--- config.mk ---
export PLATFORM = sky130hd
export DESIGN_NAME = goboard_coord_entry
export DESIGN_NICKNAME = d
export VERILOG_FILES = /design/src/rtl/goboard_coord_entry.sv
export SDC_FILE = /design/constraint.sdc
export NUM_CORES = 1
export LEC_CHECK = 0
export BUFFER_PORTS_ARGS = -buffer_cell sky130_fd_sc_hd__buf_2
export CAP_MARGIN = 15
export CORE_MARGIN = 5
export CORE_UTILIZATION = 55
export DETAILED_ROUTE_END_ITERATION = 6
export GPL_TIMING_DRIVEN = 0
export HOLD_SLACK_MARGIN = 0.15
export PLACE_DENSITY_LB_ADDON = 0.3
export SKIP_LAST_GASP = 1
export SLEW_MARGIN = 20
export SYNTH_ARGS = -nofsm -noshare
export SYNTH_HDL_FRONTEND = slang
export SYNTH_SLANG_ARGS = --single-unit
--- constraint.sdc ---
create_clock -name clk -period 8.77 [get_ports clk]
set_input_delay 0.4385 -clock clk [delete_from_list [all_inputs] [get_ports clk]]
set_output_delay 0.4385 -clock clk [all_outputs]
set_load 0.01 [all_outputs]
--- src/rtl/goboard_coord_entry.sv ---
// goboard_coord_entry: PS/2 coordinate-entry controller for the Go board.
// Parses break/extended prefixes from decoded scan codes, and builds a cursor
// from a column letter plus a 1-2 digit row. Moves are committed to the game
// logic over a valid/ready handshake.
// Optional feature: define GOBOARD_CURSOR_KEYS_EN for arrow-key navigation.
// Ports:
//   clk, clr_n (async active-low)
//   code_rdy, code_parity_err, code[7:0] : byte stream from the keyboard rx
//   sel_x, sel_y                         : live cursor (0-based)
//   move_valid, move_ready, move_x/y     : committed-move handshake
//   entry_err                            : one-cycle error pulse
module goboard_coord_entry #(
  parameter int unsigned BOARD_N = 19,
  parameter int unsigned COORD_W = 5,
  parameter int unsigned SKIP_I  = 1
) (
  input  logic               clk,
  input  logic               clr_n,
  input  logic               code_rdy,
  input  logic               code_parity_err,
  input  logic [7:0]         code,
  output logic [COORD_W-1:0] sel_x,
  output logic [COORD_W-1:0] sel_y,
  output logic               move_valid,
  input  logic               move_ready,
  output logic [COORD_W-1:0] move_x,
  output logic [COORD_W-1:0] move_y,
  output logic               entry_err
);

  localparam logic [8:0] BOARD_N9  = 9'(BOARD_N);
  localparam logic [7:0] CODE_BRK  = 8'hF0;
  localparam logic [7:0] CODE_EXT  = 8'hE0;
  localparam logic [7:0] CODE_BKSP = 8'h66;
  localparam logic [7:0] CODE_ESC  = 8'h76;
  localparam logic [7:0] CODE_ENT  = 8'h5A;

  typedef enum logic [1:0] {S_IDLE, S_BRK, S_EXT, S_EXTBRK} state_t;

  state_t state, state_nxt;

  logic       rdy_d;
  logic       ev_q, perr_q;
  logic [7:0] code_q;
  logic       col_ok, col_ok_nxt;
  logic       row_ok, row_ok_nxt;
  logic [4:0] acc, acc_nxt;

  logic [COORD_W-1:0] sel_x_nxt, sel_y_nxt, move_x_nxt, move_y_nxt;
  logic               move_valid_nxt, entry_err_nxt;

  logic       accept;
  logic [5:0] lt;        // {valid, letter ordinal A=0..Z=25}
  logic [4:0] dg;        // {valid, digit value}
  logic [4:0] col_idx;
  logic       col_legal;
  logic [8:0] row_n;

`ifdef GOBOARD_CURSOR_KEYS_EN
  logic [COORD_W-1:0] cur_x, cur_y;
  logic               cur_hit;
`endif

  // Letter scan code -> {valid, ordinal}
  function automatic logic [5:0] letter_ord(input logic [7:0] c);
    case (c)
      8'h1C: return {1'b1, 5'd0};
      8'h32: return {1'b1, 5'd1};
      8'h21: return {1'b1, 5'd2};
      8'h23: return {1'b1, 5'd3};
      8'h24: return {1'b1, 5'd4};
      8'h2B: return {1'b1, 5'd5};
      8'h34: return {1'b1, 5'd6};
      8'h33: return {1'b1, 5'd7};
      8'h43: return {1'b1, 5'd8};
      8'h3B: return {1'b1, 5'd9};
      8'h42: return {1'b1, 5'd10};
      8'h4B: return {1'b1, 5'd11};
      8'h3A: return {1'b1, 5'd12};
      8'h31: return {1'b1, 5'd13};
      8'h44: return {1'b1, 5'd14};
      8'h4D: return {1'b1, 5'd15};
      8'h15: return {1'b1, 5'd16};
      8'h2D: return {1'b1, 5'd17};
      8'h1B: return {1'b1, 5'd18};
      8'h2C: return {1'b1, 5'd19};
      8'h3C: return {1'b1, 5'd20};
      8'h2A: return {1'b1, 5'd21};
      8'h1D: return {1'b1, 5'd22};
      8'h22: return {1'b1, 5'd23};
      8'h35: return {1'b1, 5'd24};
      8'h1A: return {1'b1, 5'd25};
      default: return 6'd0;
    endcase
  endfunction

  // Digit scan code -> {valid, value}
  function automatic logic [4:0] digit_val(input logic [7:0] c);
    case (c)
      8'h45: return {1'b1, 4'd0};
      8'h16: return {1'b1, 4'd1};
      8'h1E: return {1'b1, 4'd2};
      8'h26: return {1'b1, 4'd3};
      8'h25: return {1'b1, 4'd4};
      8'h2E: return {1'b1, 4'd5};
      8'h36: return {1'b1, 4'd6};
      8'h3D: return {1'b1, 4'd7};
      8'h3E: return {1'b1, 4'd8};
      8'h46: return {1'b1, 4'd9};
      default: return 5'd0;
    endcase
  endfunction

  // Input stage: edge-detect code_rdy and capture the byte for the next cycle
  always_ff @(posedge clk or negedge clr_n) begin
    if (!clr_n) begin
      rdy_d  <= 1'b1;
      ev_q   <= 1'b0;
      perr_q <= 1'b0;
      code_q <= 8'h00;
    end else begin
      rdy_d  <= code_rdy;
      ev_q   <= code_rdy & ~rdy_d;
      perr_q <= code_parity_err;
      code_q <= code;
    end
  end

  // State and output registers
  always_ff @(posedge clk or negedge clr_n) begin
    if (!clr_n) begin
      state      <= S_IDLE;
      col_ok     <= 1'b0;
      row_ok     <= 1'b0;
      acc        <= 5'd0;
      sel_x      <= '0;
      sel_y      <= '0;
      move_x     <= '0;
      move_y     <= '0;
      move_valid <= 1'b0;
      entry_err  <= 1'b0;
    end else begin
      state      <= state_nxt;
      col_ok     <= col_ok_nxt;
      row_ok     <= row_ok_nxt;
      acc        <= acc_nxt;
      sel_x      <= sel_x_nxt;
      sel_y      <= sel_y_nxt;
      move_x     <= move_x_nxt;
      move_y     <= move_y_nxt;
      move_valid <= move_valid_nxt;
      entry_err  <= entry_err_nxt;
    end
  end

  // Prefix FSM, key actions and handshake
  always_comb begin
    state_nxt      = state;
    col_ok_nxt     = col_ok;
    row_ok_nxt     = row_ok;
    acc_nxt        = acc;
    sel_x_nxt      = sel_x;
    sel_y_nxt      = sel_y;
    move_x_nxt     = move_x;
    move_y_nxt     = move_y;
    entry_err_nxt  = 1'b0;
    accept         = move_valid & move_ready;
    move_valid_nxt = move_valid & ~accept;

    lt = letter_ord(code_q);
    dg = digit_val(code_q);
    // With I skipped, letters after I shift down by one column
    if ((SKIP_I != 0) && (lt[4:0] > 5'd8)) col_idx = lt[4:0] - 5'd1;
    else                                    col_idx = lt[4:0];
    col_legal = lt[5] && !((SKIP_I != 0) && (lt[4:0] == 5'd8))
                && (9'(col_idx) < BOARD_N9);
    row_n = 9'(acc) * 9'd10 + 9'(dg[3:0]);

`ifdef GOBOARD_CURSOR_KEYS_EN
    cur_x   = sel_x;
    cur_y   = sel_y;
    cur_hit = 1'b0;
    case (code_q)
      8'h75: begin
        cur_hit = 1'b1;
        if (9'(sel_y) < BOARD_N9 - 9'd1) cur_y = sel_y + COORD_W'(1);
      end
      8'h72: begin
        cur_hit = 1'b1;
        if (sel_y != '0) cur_y = sel_y - COORD_W'(1);
      end
      8'h6B: begin
        cur_hit = 1'b1;
        if (sel_x != '0) cur_x = sel_x - COORD_W'(1);
      end
      8'h74: begin
        cur_hit = 1'b1;
        if (9'(sel_x) < BOARD_N9 - 9'd1) cur_x = sel_x + COORD_W'(1);
      end
      default: ;
    endcase
`endif

    if (ev_q) begin
      if (perr_q) begin
        state_nxt     = S_IDLE;
        entry_err_nxt = 1'b1;
      end else begin
        case (state)
          S_IDLE: begin
            if (code_q == CODE_BRK)      state_nxt = S_BRK;
            else if (code_q == CODE_EXT) state_nxt = S_EXT;
          end
          S_BRK: begin
            state_nxt = S_IDLE;
            if (lt[5]) begin
              if (col_legal) begin
                sel_x_nxt  = COORD_W'(col_idx);
                col_ok_nxt = 1'b1;
                acc_nxt    = 5'd0;
                row_ok_nxt = 1'b0;
              end else begin
                entry_err_nxt = 1'b1;
              end
            end else if (dg[4]) begin
              if (row_n <= BOARD_N9) begin
                acc_nxt = row_n[4:0];
                // A leading zero leaves the row incomplete
                if (row_n != 9'd0) begin
                  row_ok_nxt = 1'b1;
                  sel_y_nxt  = COORD_W'(row_n - 9'd1);
                end else begin
                  row_ok_nxt = 1'b0;
                end
              end else begin
                entry_err_nxt = 1'b1;
              end
            end else if (code_q == CODE_BKSP) begin
              acc_nxt    = 5'd0;
              row_ok_nxt = 1'b0;
            end else if (code_q == CODE_ESC) begin
              acc_nxt    = 5'd0;
              col_ok_nxt = 1'b0;
              row_ok_nxt = 1'b0;
            end else if (code_q == CODE_ENT) begin
              // Accept when the slot is free or being drained this cycle
              if (col_ok && row_ok && (!move_valid || accept)) begin
                move_x_nxt     = sel_x;
                move_y_nxt     = sel_y;
                move_valid_nxt = 1'b1;
                col_ok_nxt     = 1'b0;
                row_ok_nxt     = 1'b0;
                acc_nxt        = 5'd0;
              end else begin
                entry_err_nxt = 1'b1;
              end
            end
          end
          S_EXT: begin
            state_nxt = (code_q == CODE_BRK) ? S_EXTBRK : S_IDLE;
          end
          S_EXTBRK: begin
            state_nxt = S_IDLE;
`ifdef GOBOARD_CURSOR_KEYS_EN
            if (cur_hit) begin
              sel_x_nxt  = cur_x;
              sel_y_nxt  = cur_y;
              col_ok_nxt = 1'b1;
              row_ok_nxt = 1'b1;
              acc_nxt    = 5'(9'(cur_y) + 9'd1);
            end
`endif
          end
          default: state_nxt = S_IDLE;
        endcase
      end
    end
  end

endmodule

==> results.json <==
{
  "cts_max_level": 2,
  "crit_chain": "nor3b_2, nor4b_1, a31o_1, ha_1, fa_1, nand3_1, mux2i_1, a211oi_1, o21ai_1, nor3_1, nand2_1, mux2_1",
  "synth_area_leaders": "dfrtp_1 33%, ha_1 5.6%, mux2_1 5.1%",
  "cts.sinks": 42,
  "post_cts_buffers": 0,
  "area_delta_synth_final_pct": 11.4,
  "ant_nets": 0,
  "yosysSeqAreaShare_pct": 33.8,
  "yosys.area.top_type_share_pct": 33.0,
  "cts_buffer_depth": 2,
  "hp-class": "in2reg",
  "drv_slew": 0,
  "hold_viol_final": 0,
  "status": "finished clean",
  "register_area_mm2": 0.00105,
  "dpl_worst_slack_ns": 5.04,
  "min_period_over_period_pct": 43.1,
  "ir_drop_uv": 87.8,
  "pin_count": 35,
  "synth_area_leader_cell": "dfrtp_1",
  "timing.hold.ws_ns": 0.241,
  "cts_tree": "built",
  "final_cell_mix": "41 x buf_2, 41 x dfrtp_1, 28 x nand2_1, 14 x mux2_1, 14 x ha_1",
  "grt_pass1_vias": 2557,
  "p_leak_nw": 1.61,
  "yosysUniqueCellTypes": 73,
  "rsz0062_at_grt": "no",
  "syn_nets": 343,
  "cap_violations": 0,
  "max_slew_margin_pct": 40.7,
  "multi_input_area_mm2": 0.00191,
  "grt_pass1_wl_um": 12100,
  "antenna_cells": 0,
  "syn-cell-area_mm2": 0.00311,
  "worst_setup_path_start_kind": "flop",
  "root_buffer": "clkbuf_8",
  "cpPeakStageDelay_ns": 0.51,
  "fp.dieArea_mm2": 0.00726,
  "num_rows": 27,
  "tightestPinTransition_ns": 0.889,
  "start_util_pct": 56.5,
  "nNetsFinal": 384,
  "grt_max_degree": 43,
  "synthArstFlopShare_pct": 100,
  "yosys_register_bits": 42,
  "wire_per_inst_um": 16.4,
  "numCtsBuffers": 5,
  "core_mm2": 0.00551,
  "critPathSlowestCell": "dfrtp_1",
  "ys_warn_count": 0,
  "dr.pass1.iters": 5,
  "critical_path_peak_fanout": 8,
  "cp-end-kind": "flop",
  "hpwl_um": 5440,
  "powerDensity_mw_per_mm2": 113,
  "grt_antenna_before_repair": 0,
  "path_clk_slew_ns": 0.09,
  "vias_per_cell": 5.96,
  "grt_usage_pct": 20.3,
  "die_w_um": 85.2,
  "synth_cells": 314,
  "cts-hold-fix-buffers": 0,
  "synth_edf_count": 0,
  "worstSetupPathType": "reg2reg",
  "worstPathArrival_ns": 3.97,
  "drive_gt1_share_pct": 24.7,
  "drt_iter0_markers": 166,
  "io_buffers": 34,
  "cp_data_required_time_ns": 8.95,
  "post_cts_resized": 0,
  "place_congestion": 0.926,
  "worst_slack_ns": 4.99,
  "via_count": 2551,
  "fin_crit_ns": 3.78,
  "fmax_ghz": 0.264,
  "insertion_delay_ns": 0.30,
  "synth.avg_cell_area_um2": 9.90,
  "ys.flop_type": "dfrtp_1",
  "die_y_um": 85.2,
  "finalSetupViolCount": 0,
  "drc": 0,
  "tns_ns": 0,
  "finalClockSkew_ns": 0.00761,
  "fillers": 483,
  "wl_um": 7010,
  "grt-ovfl-total": 0
}
worst max-delay path, delay by kind of cell (launching register included):
family	cells	cell delay, ns
AO/OA/AOI/OAI	3	0.80
adder cells (fa/ha/maj)	2	0.52
flip-flops	1	0.51
multiplexers	2	0.49
AND/OR/NAND/NOR	5	1.34
layer usage:
metal	share of wire [%]	global-route usage [%]	vias up
li1	-	-	1237
met1	45	27.1	1233
met2	48	33.5	69
met3	5.0	3.50	12
met4	1.6	6.19	0
met5	0	0	-
synth_stat cells, drive strengths merged, types with 3 or more instances:
cell / instances
a211oi: 4
a21oi: 13
a22o: 5
a31oi: 3
buf: 13
dfrtp: 41
ha: 14
inv: 16
mux2: 17
mux2i: 6
nand2: 30
nand2b: 8
nand3: 14
nand3b: 5
nand4: 5
nor2: 15
nor2b: 8
nor3: 8
nor3b: 4
nor4b: 3
o21ai: 17
o22ai: 5
o311ai: 3
o31a: 3
o31ai: 3
xnor2: 10
xor2: 5
stage by stage:
stage                     power (mW)  instances  instance area, um^2  util [%]
after detailed placement       0.265        420                 3370      61.2
after floorplan                0.248        314                 3110         -
after global routing           0.410        428                 3460      62.9
final                          0.390        428                 3460      62.9
after global placement         0.264        420                 3370      61.2
after CTS                      0.393        428                 3460      62.9
report_power, final:
| group | switching [mW] | internal, mW | leakage [nW] |
|---|---|---|---|
| sequential | 0.00300 | 0.196 | 0.551 |
| combinational | 0.0394 | 0.0230 | 1.02 |
| clock | 0.0710 | 0.0575 | 0.0447 |
| total | 0.113 | 0.277 | 1.61 |
final cells by class:
class | instances | area share, %
buffer | 13 | 2.53
clock buffer | 5 | 1.99
clock inverter | 3 | 0.723
inverter | 16 | 1.73
multi-input combinational | 243 | 55.1
sequential | 42 | 30.4
tap | 72 | 2.60
timing repair buffer | 34 | 4.91
kinds of logic (layout without fill, tap and decap cells):
group	Yosys count	after routing	share of synthesized area (%)
buffers and inverters	29	71	4.75
adders and majority gates	17	17	7.28
AOI/OAI and AO/OA	76	76	20.3
muxes	23	23	8.45
and+or+nand+nor	112	112	21.2
xor gates and xnor gates	15	15	4.23
DFF	42	42	33.8
flip-flops by register name (all words and copies together), names as in the netlist, 2 cells and up:
signal	cells
sel_x	5
sel_y	5
code_q	8
move_x	5
state	2
acc	5
move_y	5
worst paths after layout:
path / startpoint / end / slack (ns) / cells after the start
worst max register to register: code_q[7] / sel_y[2] / 4.99 / 12
worst min-delay path: code_parity_err / perr_q / 0.24 / 1
max in group asynchronous: clr_n / code_q[0] / 7.95 / 1
worst max-delay path: code_q[7] / sel_y[2] / 4.99 / 12
min in group asynchronous: clr_n / acc[3] / 0.26 / 1
worst min register to register: move_x[1] / move_x[1] / 0.49 / 1
(Power assumes the default switching activity.)
